$ cat src/rtl/systolic_pkg.sv
// Shared constants and FSM encoding for the systolic result transmit path.
// Latency: n/a (declarations only).
// Backpressure: n/a.
package systolic_pkg;

    localparam logic [7:0] HDR_BYTE             = 8'hA5;
    localparam int         DEFAULT_CLKS_PER_BIT = 868;

    typedef enum logic [1:0] {
        IDLE      = 2'd0,
        SEND_HDR  = 2'd1,
        SEND_DATA = 2'd2,
        SEND_CSUM = 2'd3
    } tx_state_e;

endpackage

$ cat src/rtl/systolic_result_tx_uart.sv
// UART 8N1 byte serializer; tx idles high, start/data(LSB first)/stop bits each CLKS_PER_BIT cycles.
// Latency: tx goes low the cycle after start is accepted; byte_done pulses in the last stop-bit cycle.
// Backpressure: start is taken only while ready; ready is also high in the byte_done cycle for gap-free chaining.
module uart_tx_byte
    import systolic_pkg::*;
#(
    parameter int CLKS_PER_BIT = DEFAULT_CLKS_PER_BIT
) (
    input  logic       clk,
    input  logic       rst_n,
    input  logic       start,
    input  logic [7:0] data,
    output logic       tx,
    output logic       ready,
    output logic       byte_done
);

    localparam int             CNT_W    = (CLKS_PER_BIT > 1) ? $clog2(CLKS_PER_BIT) : 1;
    localparam logic [CNT_W-1:0] CNT_LAST = CNT_W'(CLKS_PER_BIT - 1);

    logic             active;
    logic [3:0]       bit_idx;     // 0 = start bit, 1..8 = data, 9 = stop
    logic [CNT_W-1:0] baud_cnt;
    logic [8:0]       shift;       // remaining data bits followed by the stop bit
    logic             bit_end;

    assign bit_end   = active && (baud_cnt == CNT_LAST);
    assign byte_done = bit_end && (bit_idx == 4'd9);
    assign ready     = !active || byte_done;

    // Bit/baud sequencing; a start in the byte_done cycle reloads without an idle bit.
    always_ff @(posedge clk or negedge rst_n) begin
        if (!rst_n) begin
            active   <= 1'b0;
            bit_idx  <= 4'd0;
            baud_cnt <= '0;
            shift    <= '1;
            tx       <= 1'b1;
        end else if (start && ready) begin
            active   <= 1'b1;
            bit_idx  <= 4'd0;
            baud_cnt <= '0;
            shift    <= {1'b1, data};
            tx       <= 1'b0;
        end else if (byte_done) begin
            active   <= 1'b0;
            bit_idx  <= 4'd0;
            baud_cnt <= '0;
            tx       <= 1'b1;
        end else if (bit_end) begin
            baud_cnt <= '0;
            bit_idx  <= bit_idx + 4'd1;
            tx       <= shift[0];
            shift    <= {1'b1, shift[8:1]};
        end else if (active) begin
            baud_cnt <= baud_cnt + CNT_W'(1);
        end
    end

endmodule

$ cat src/rtl/systolic_result_tx.sv
// Snapshots the N*N systolic results on capture and sends header, payload (LSB byte first) and XOR checksum over UART.
// Latency: start bit the cycle after acceptance; done (2 + N*N*DATA_W/8)*10*CLKS_PER_BIT cycles after acceptance.
// Backpressure: none upstream; a capture while busy is dropped and flagged in sticky overrun.
module systolic_result_tx
    import systolic_pkg::*;
#(
    parameter int N            = 2,
    parameter int DATA_W       = 32,
    parameter int CLKS_PER_BIT = DEFAULT_CLKS_PER_BIT
) (
    input  logic                  clk,
    input  logic                  rst_n,
    input  logic                  capture,
    input  logic [N*N*DATA_W-1:0] c_flat,
    output logic                  tx,
    output logic                  busy,
    output logic                  done,
    output logic                  overrun
);

    localparam int               NBYTES   = N * N * DATA_W / 8;
    localparam int               IDX_W    = (NBYTES > 1) ? $clog2(NBYTES) : 1;
    localparam logic [IDX_W-1:0] IDX_LAST = IDX_W'(NBYTES - 1);

    tx_state_e             state, state_nxt;
    logic [N*N*DATA_W-1:0] cap_buf;
    logic [IDX_W-1:0]      byte_idx;   // payload byte currently on the line
    logic [IDX_W-1:0]      pay_sel;    // payload byte to load next
    logic [7:0]            pay_byte;
    logic [7:0]            csum;
    logic                  accept;
    logic                  load_pay;
    logic                  u_start;
    logic [7:0]            u_data;
    logic                  u_ready;
    logic                  u_byte_done;

    assign accept   = capture && !busy;
    assign pay_sel  = (state == SEND_DATA) ? byte_idx + IDX_W'(1) : '0;
    assign pay_byte = 8'(cap_buf >> {pay_sel, 3'b000});

    uart_tx_byte #(
        .CLKS_PER_BIT(CLKS_PER_BIT)
    ) u_uart (
        .clk      (clk),
        .rst_n    (rst_n),
        .start    (u_start),
        .data     (u_data),
        .tx       (tx),
        .ready    (u_ready),
        .byte_done(u_byte_done)
    );

    // FSM state register.
    always_ff @(posedge clk or negedge rst_n) begin
        if (!rst_n) state <= IDLE;
        else        state <= state_nxt;
    end

    // Next state and byte hand-off; the next byte is offered in the byte_done cycle.
    always_comb begin
        state_nxt = state;
        u_start   = 1'b0;
        u_data    = HDR_BYTE;
        load_pay  = 1'b0;
        case (state)
            IDLE: begin
                if (accept) begin
                    u_start   = 1'b1;
                    u_data    = HDR_BYTE;
                    state_nxt = SEND_HDR;
                end
            end
            SEND_HDR: begin
                if (u_byte_done) begin
                    u_start   = 1'b1;
                    u_data    = pay_byte;
                    load_pay  = 1'b1;
                    state_nxt = SEND_DATA;
                end
            end
            SEND_DATA: begin
                if (u_byte_done) begin
                    u_start = 1'b1;
                    if (byte_idx == IDX_LAST) begin
                        u_data    = csum;
                        state_nxt = SEND_CSUM;
                    end else begin
                        u_data   = pay_byte;
                        load_pay = 1'b1;
                    end
                end
            end
            SEND_CSUM: begin
                if (u_byte_done) state_nxt = IDLE;
            end
            default: state_nxt = IDLE;
        endcase
    end

    // Capture buffer, checksum, payload index and status flags.
    always_ff @(posedge clk or negedge rst_n) begin
        if (!rst_n) begin
            cap_buf  <= '0;
            byte_idx <= '0;
            csum     <= 8'h00;
            busy     <= 1'b0;
            done     <= 1'b0;
            overrun  <= 1'b0;
        end else begin
            done <= (state == SEND_CSUM) && u_byte_done;
            if (capture && busy) overrun <= 1'b1;
            if (accept) begin
                cap_buf <= c_flat;
                csum    <= 8'h00;
                busy    <= 1'b1;
            end else if ((state == SEND_CSUM) && u_byte_done) begin
                busy <= 1'b0;
            end
            if (load_pay) csum <= csum ^ pay_byte;
            if ((state == SEND_DATA) && u_byte_done)
                byte_idx <= (byte_idx == IDX_LAST) ? '0 : byte_idx + IDX_W'(1);
        end
    end

endmodule
$ cat config.mk
export PLATFORM = sky130hd
export DESIGN_NAME = systolic_result_tx
export DESIGN_NICKNAME = d
export VERILOG_FILES = /design/src/rtl/systolic_pkg.sv /design/src/rtl/systolic_result_tx_uart.sv /design/src/rtl/systolic_result_tx.sv
export SDC_FILE = /design/constraint.sdc
export NUM_CORES = 1
export LEC_CHECK = 0
export BUFFER_PORTS_ARGS = -buffer_cell sky130_fd_sc_hd__buf_2
export CELL_PAD_IN_SITES_DETAIL_PLACEMENT = 1
export CELL_PAD_IN_SITES_GLOBAL_PLACEMENT = 1
export CORE_MARGIN = 8
export CORE_UTILIZATION = 30
export DETAILED_ROUTE_END_ITERATION = 10
export PLACE_DENSITY = 0.69
export SLEW_MARGIN = 5
export SYNTH_ARGS = -nofsm -noshare
export SYNTH_HDL_FRONTEND = slang
export SYNTH_SLANG_ARGS = --single-unit
export TNS_END_PERCENT = 10
$ cat constraint.sdc
create_clock -name clk -period 2.4 [get_ports clk]
set_clock_uncertainty 0.05 [all_clocks]
set_input_delay 0.48 -clock clk [delete_from_list [all_inputs] [get_ports clk]]
set_output_delay 0.48 -clock clk [all_outputs]
set_load 0.05 [all_outputs]
==> metrics, run 1 <==
n_diodes=0; Crit path required time=2.67 ns; worst hold path type=primary input to flop; post-layout util=38.1%; CP Depth=8; Setup violations, final=0; Final Hold Viols=0; Tot GR Track Use=16.4%; EDFF count, synth=0; Layout Nets=1246; Max VDD drop=0.518 mV; Reg power frac=49.4%; slowest cell delay on critical path=0.55 ns; P&R area growth vs syn=24.6%; initial DRC count=430; relative slew slack=68.8%; flip-flop and latch count after synthesis=169; crit path kind=flop to flop; crit path time final=2.34 ns; fin crit share=97.3%; die area=33900 µm²; worst path bufs/invs=1; Power Density=580 nW/µm²; post-route antenna net violation count=0; Synth Flop Type=dfrtp_1; DRC Markers=0; Root Buffer=clkbuf_16; Critical Path AT=2.61 ns; Max stage delay cell, worst path=mux4_1; register area share after synthesis=50.0%; Max-Cap Viols=0; switch share=26.5%; Peak Freq=0.428 GHz; router iterations before antenna repair=6; status=completed; share of cells above drive strength 1=24.4%; CP Capture Type=flop; DR vias=7277; Clk pwr share=45.1%; Starting Density=30.5%; P_sw=1.62 mW; Synth top area share=47.2%; top cells by area, synth=dfrtp_1 47%, nand2_1 19%, dfstp_2 2.8%, mux4_1 2.5%, mux4_2 1.6%; chip width=184 µm; core area=27800 µm²; Synth top cells by count=432 x nand2_1, 160 x dfrtp_1, 32 x clkbuf_1, 24 x o21ai_0, 23 x a21oi_1; CTS tree=done; Clock Sinks=169; largest net degree at the start of global routing=80; CTS Buf Count=17; CP cell instances=ha_2 -> xor2_2 -> buf_12 -> mux4_1 -> nand2b_1 -> nand3b_1 -> and3_1 -> o22a_1; worst r2r path cells=8; most frequent cell after synthesis=nand2_1; Startpoint Class=flop; setup_tns=0 ns; maximum clock insertion buffer count=2; P_int=4.51 mW; hold depth=3; GR Overflow Total=0; Die Height=184 µm; Worst Max-Slew Pin Slew=0.468 ns; gp weighted congestion=0.843; Synth Net Count=1088; clk slew on worst S/H paths=0.07 ns; Worst-Skew Late Latency=0.44 ns; Synth Area per Inst=8.96 µm²; final slew viol count=0; Gate Count Post-Synth=947; IO Count=135; dpl hpwl=20600 µm; H-tree lvl count=4; ys async rst share=100%; antenna violations before repair=0; DR vias/cell=4.86; delay-heaviest family, CP=multiplexers; Filler cells=3338; cell accounting for the most synthesized area=dfrtp_1; Synth Cell Area=8480 µm²; crit-path max FO=10; synth warn=0; Leakage=5.25 nW; Total Routed Length=27100 µm; Synth cell types=73; combinational cell fraction of total power=5.5%; post-DR wirelength/cell=18.1 µm; global-route wire length before repair=43800 µm; input/output buffers=134; row count=61; vias in the first global route=7960
worst paths after layout:
path | startpoint | endpoint | slack [ns]
max in group asynchronous | rst_n | u_uart.baud_cnt[6]$_DFFE_PN0P_ | 1.11
max reg2reg | byte_idx[0]$_DFFE_PN0P_ | csum[6]$_DFFE_PN0P_ | 0.06
min in group asynchronous | rst_n | cap_buf[123]$_DFFE_PN0P_ | 0.49
max | byte_idx[0]$_DFFE_PN0P_ | csum[6]$_DFFE_PN0P_ | 0.06
min reg2reg | overrun$_DFFE_PN0P_ | overrun$_DFFE_PN0P_ | 0.41
min | c_flat[28] | cap_buf[28]$_DFFE_PN0P_ | 0.17
worst reg2reg max path: stages (launching register included):
cell      delay [ns]
dfrtp_2         0.42
ha_2            0.21
xor2_2          0.18
buf_12          0.16
mux4_1          0.56
nand2b_1        0.09
nand3b_1        0.15
and3_1          0.22
o22a_1          0.19
cell families (layout without fill, tap and decap cells):
| logic type | Yosys count | in the layout | share of synthesized area (%) |
|---|---|---|---|
| flops | 169 | 169 | 50.0 |
| compound gates | 134 | 134 | 11.1 |
| simple gates | 523 | 523 | 25.9 |
| mux | 34 | 34 | 6.56 |
| fa+ha+maj | 10 | 10 | 1.47 |
| xor+xnor | 11 | 11 | 1.31 |
| buf+inv | 66 | 237 | 3.66 |
power by group through the flow:
stage	Sequential, mW	Clock, mW	Combinational, mW
CTS	3.03	2.82	0.347
global route	3.05	2.92	0.389
floorplan	3.05	0	0.126
detailed placement	3.09	0	0.342
finish	3.03	2.76	0.338
global placement	3.09	0	0.330
sequential cells by signal, indices dropped and copies added, names as in the netlist:
name             count
done                 1
u_uart.tx            1
u_uart.bit_idx       4
csum                 8
byte_idx             4
u_uart.baud_cnt     10
state                2
u_uart.active        1
u_uart.shift         8
busy                 1
overrun              1
cap_buf            128
metrics by stage:
stage               hold WS, ns  power, mW  cells  instance area, µm²  worst slack (ns)
floorplan                 0.134       3.18    947                8480             0.170
CTS                       0.157       6.20   1494               10500           0.00108
finish                    0.173       6.14   1496               10600            0.0638
global placement          0.383       3.42   1461                9910            0.0972
global route              0.168       6.35   1496               10600          -0.00931
detailed placement        0.386       3.43   1461                9910            0.0178
cell usage in the layout, fill, tap and decap left out, drive strengths merged, types with 6 or more instances in the layout:
| master | instances |
|---|---|
| nand2 | 434 |
| buf | 192 |
| dfrtp | 160 |
| o21ai | 29 |
| a21oi | 23 |
| nor2 | 22 |
| inv | 18 |
| clkbuf | 17 |
| nand3 | 17 |
| o211ai | 15 |
| mux2i | 14 |
| mux4 | 14 |
| a22oi | 11 |
| ha | 10 |
| o22a | 9 |
| dfstp | 9 |
| and3 | 9 |
| nor3 | 8 |
| xor2 | 8 |
| a31oi | 7 |
| clkinv | 7 |
| nand2b | 6 |
| a31o | 6 |
| mux2 | 6 |
| nand4 | 6 |
routing by layer:
metal	GRT usage [%]	vias up	share of wire, %
met3	3.25	17	4.2
met4	4.16	0	1.2
met2	27.4	141	49
met1	21.5	3637	46
li1	-	3482	-
met5	0	-	0
layout make-up:
class                      count  area, µm²  share of cell area [%]
inverter                      12       45.0                   0.426
sequential                   169       4240                    40.1
timing repair buffer         193       1230                    11.6
tap                          378        473                    4.47
clock inverter                15        159                    1.50
clock buffer                  17        425                    4.02
multi-input combinational    712       4000                    37.9
what timing repair did:
item,CTS,global route
endpoints found under the setup margin,0,16
hold endpoints to repair,30,0
hold buffers,1,0
resized for setup,0,10
buffers inserted,0,2
(Power assumes the default switching activity.)
==> run 2, diff against run 1 <==
GPL_TIMING_DRIVEN = 0   (was default)
==> metrics, run 2 (same netlist as run 1, synthesis figures left out) <==
CTS Buf Count=17; Clock Sinks=169; Max-Cap Viols=0; row count=61; Starting Density=30.5%; Critical Path AT=2.69 ns; IO Count=135; router iterations before antenna repair=7; DRC Markers=0; top flop regs=cap_buf: 128 flops, u_uart.baud_cnt: 10 flops; Tot GR Track Use=17.4%; antenna violations before repair=0; Setup violations, final=0; final slew viol count=0; Total Routed Length=29000 µm; Register Area=4240 µm²; RSZ-0062 raised after global routing=true; Final Hold Viols=0; Worst-Skew Late Latency=0.45 ns; status=completed; crit-path max FO=8; input/output buffers=134; Pwr Total=6.26 mW; worst r2r path cells=11; post-DR wirelength/cell=19.2 µm; dpl hpwl=21600 µm; hold depth=3; area of the multi-input gates=4110 µm²; Startpoint Class=flop; setup slack, reg-to-reg=0.001 ns; Layout Nets=1258; Die Height=184 µm; core area=27800 µm²; initial DRC count=405; n_diodes=0; fin crit share=99.9%; share of cells above drive strength 1=24.1%; hold_ws=0.162 ns; Reg with most FFs=cap_buf; Crit path required time=2.69 ns; vias in the first global route=8255; H-tree lvl count=4; CP Capture Type=flop; CTS tree=done; DR vias=7451; Leakage=5.21 nW; largest net degree at the start of global routing=114; Filler cells=3336; die area=33900 µm²; clk slew on worst S/H paths=0.08 ns; max reg flops=128; chip width=184 µm; Peak Freq=0.417 GHz; Root Buffer=clkbuf_16; most common cell after layout, fill and taps aside=nand2_1; commonest non-fill, non-tap cells in the layout=431 x nand2_1, 158 x dfrtp_1, 140 x buf_2, 24 x o21ai_0; Worst Max-Slew Pin Slew=0.871 ns; DR vias/cell=4.94; global-route wire length before repair=45600 µm; post-route antenna net violation count=0; Max VDD drop=0.472 mV; relative slew slack=41.9%; crit path time final=2.40 ns; GR Overflow Total=0; crit path kind=flop to flop; maximum clock insertion buffer count=2; P&R area growth vs syn=25.3%; worst hold path type=primary input to flop; gp weighted congestion=0.876; Power Density=589 nW/µm²; post-layout util=38.3%
## run 2: cell types whose count changed in the layout (fill, tap and decap cells not counted), sizes merged
cell	previous run	this run
clkbuf	17	48
buf	192	174
clkinv	7	8
clkinvlp	2	1
inv	18	17
## run 2: path summary, 6_finish.rpt
path | startpoint | endpoint
max in group asynchronous | rst_n | cap_buf[67]$_DFFE_PN0P_
worst min register to register | overrun$_DFFE_PN0P_ | overrun$_DFFE_PN0P_
min in group asynchronous | rst_n | cap_buf[47]$_DFFE_PN0P_
worst min-delay path | c_flat[41] | cap_buf[41]$_DFFE_PN0P_
worst max-delay path | state[0]$_DFFE_PN0P_ | csum[6]$_DFFE_PN0P_
worst max register to register | state[0]$_DFFE_PN0P_ | csum[6]$_DFFE_PN0P_
## run 2: report_power, final
part	internal [mW]	switching (mW)
clock	1.45	1.44
combinational	0.158	0.190
sequential	2.96	0.0699
## run 2: layout make-up
type | instances | share of cell area [%]
Tap cell | 378 | 4.45
Sequential cell | 169 | 39.9
Multi-Input combinational cell | 712 | 38.7
Clock inverter | 14 | 1.69
Timing Repair Buffer | 154 | 8.03
Buffer | 51 | 2.65
Inverter | 12 | 0.459
Clock buffer | 18 | 4.13
## run 2: timing repair
item | in CTS | in global routing
hold buffers | 1 | 0
pin swaps | 5 | 5
hold endpoints to repair | 55 | 0
gates resized for setup | 23 | 28
setup endpoints to repair | 62 | 36
cloned | 0 | 0
setup buffers | 2 | 16
## run 2: per-layer routing
metal  track usage, %  part of all wire (%)  up-vias
met2             29.3                    49      183
met4             3.97                   1.3        0
met3             3.80                   4.8       27
met1             22.6                    45     3725
met5                0                     0        -
li1                 -                     -     3516
## run 2: through the flow
| stage | cells | cell area, µm² | TNS, ns | setup slack, ns |
|---|---|---|---|---|
| floorplan | 947 | 8480 | 0 | 0.170 |
| global placement | 1459 | 9630 | -357.35 | -2.06 |
| detailed placement | 1460 | 9670 | -23.36 | -0.509 |
| CTS | 1494 | 10400 | -0.0104 | -0.0104 |
| global route | 1508 | 10600 | -0.440 | -0.0753 |
| finish | 1508 | 10600 | 0 | 0.00133 |
## run 2: critical path, stage by stage, from the launching register on
cell      delay, ns
dfrtp_1        0.41
inv_2          0.11
ha_4           0.15
buf_8          0.14
buf_4          0.13
buf_4          0.11
nand2b_1       0.08
mux4_1         0.50
nand2b_1       0.09
nand3b_1       0.14
and3_1         0.21
o22a_1         0.19
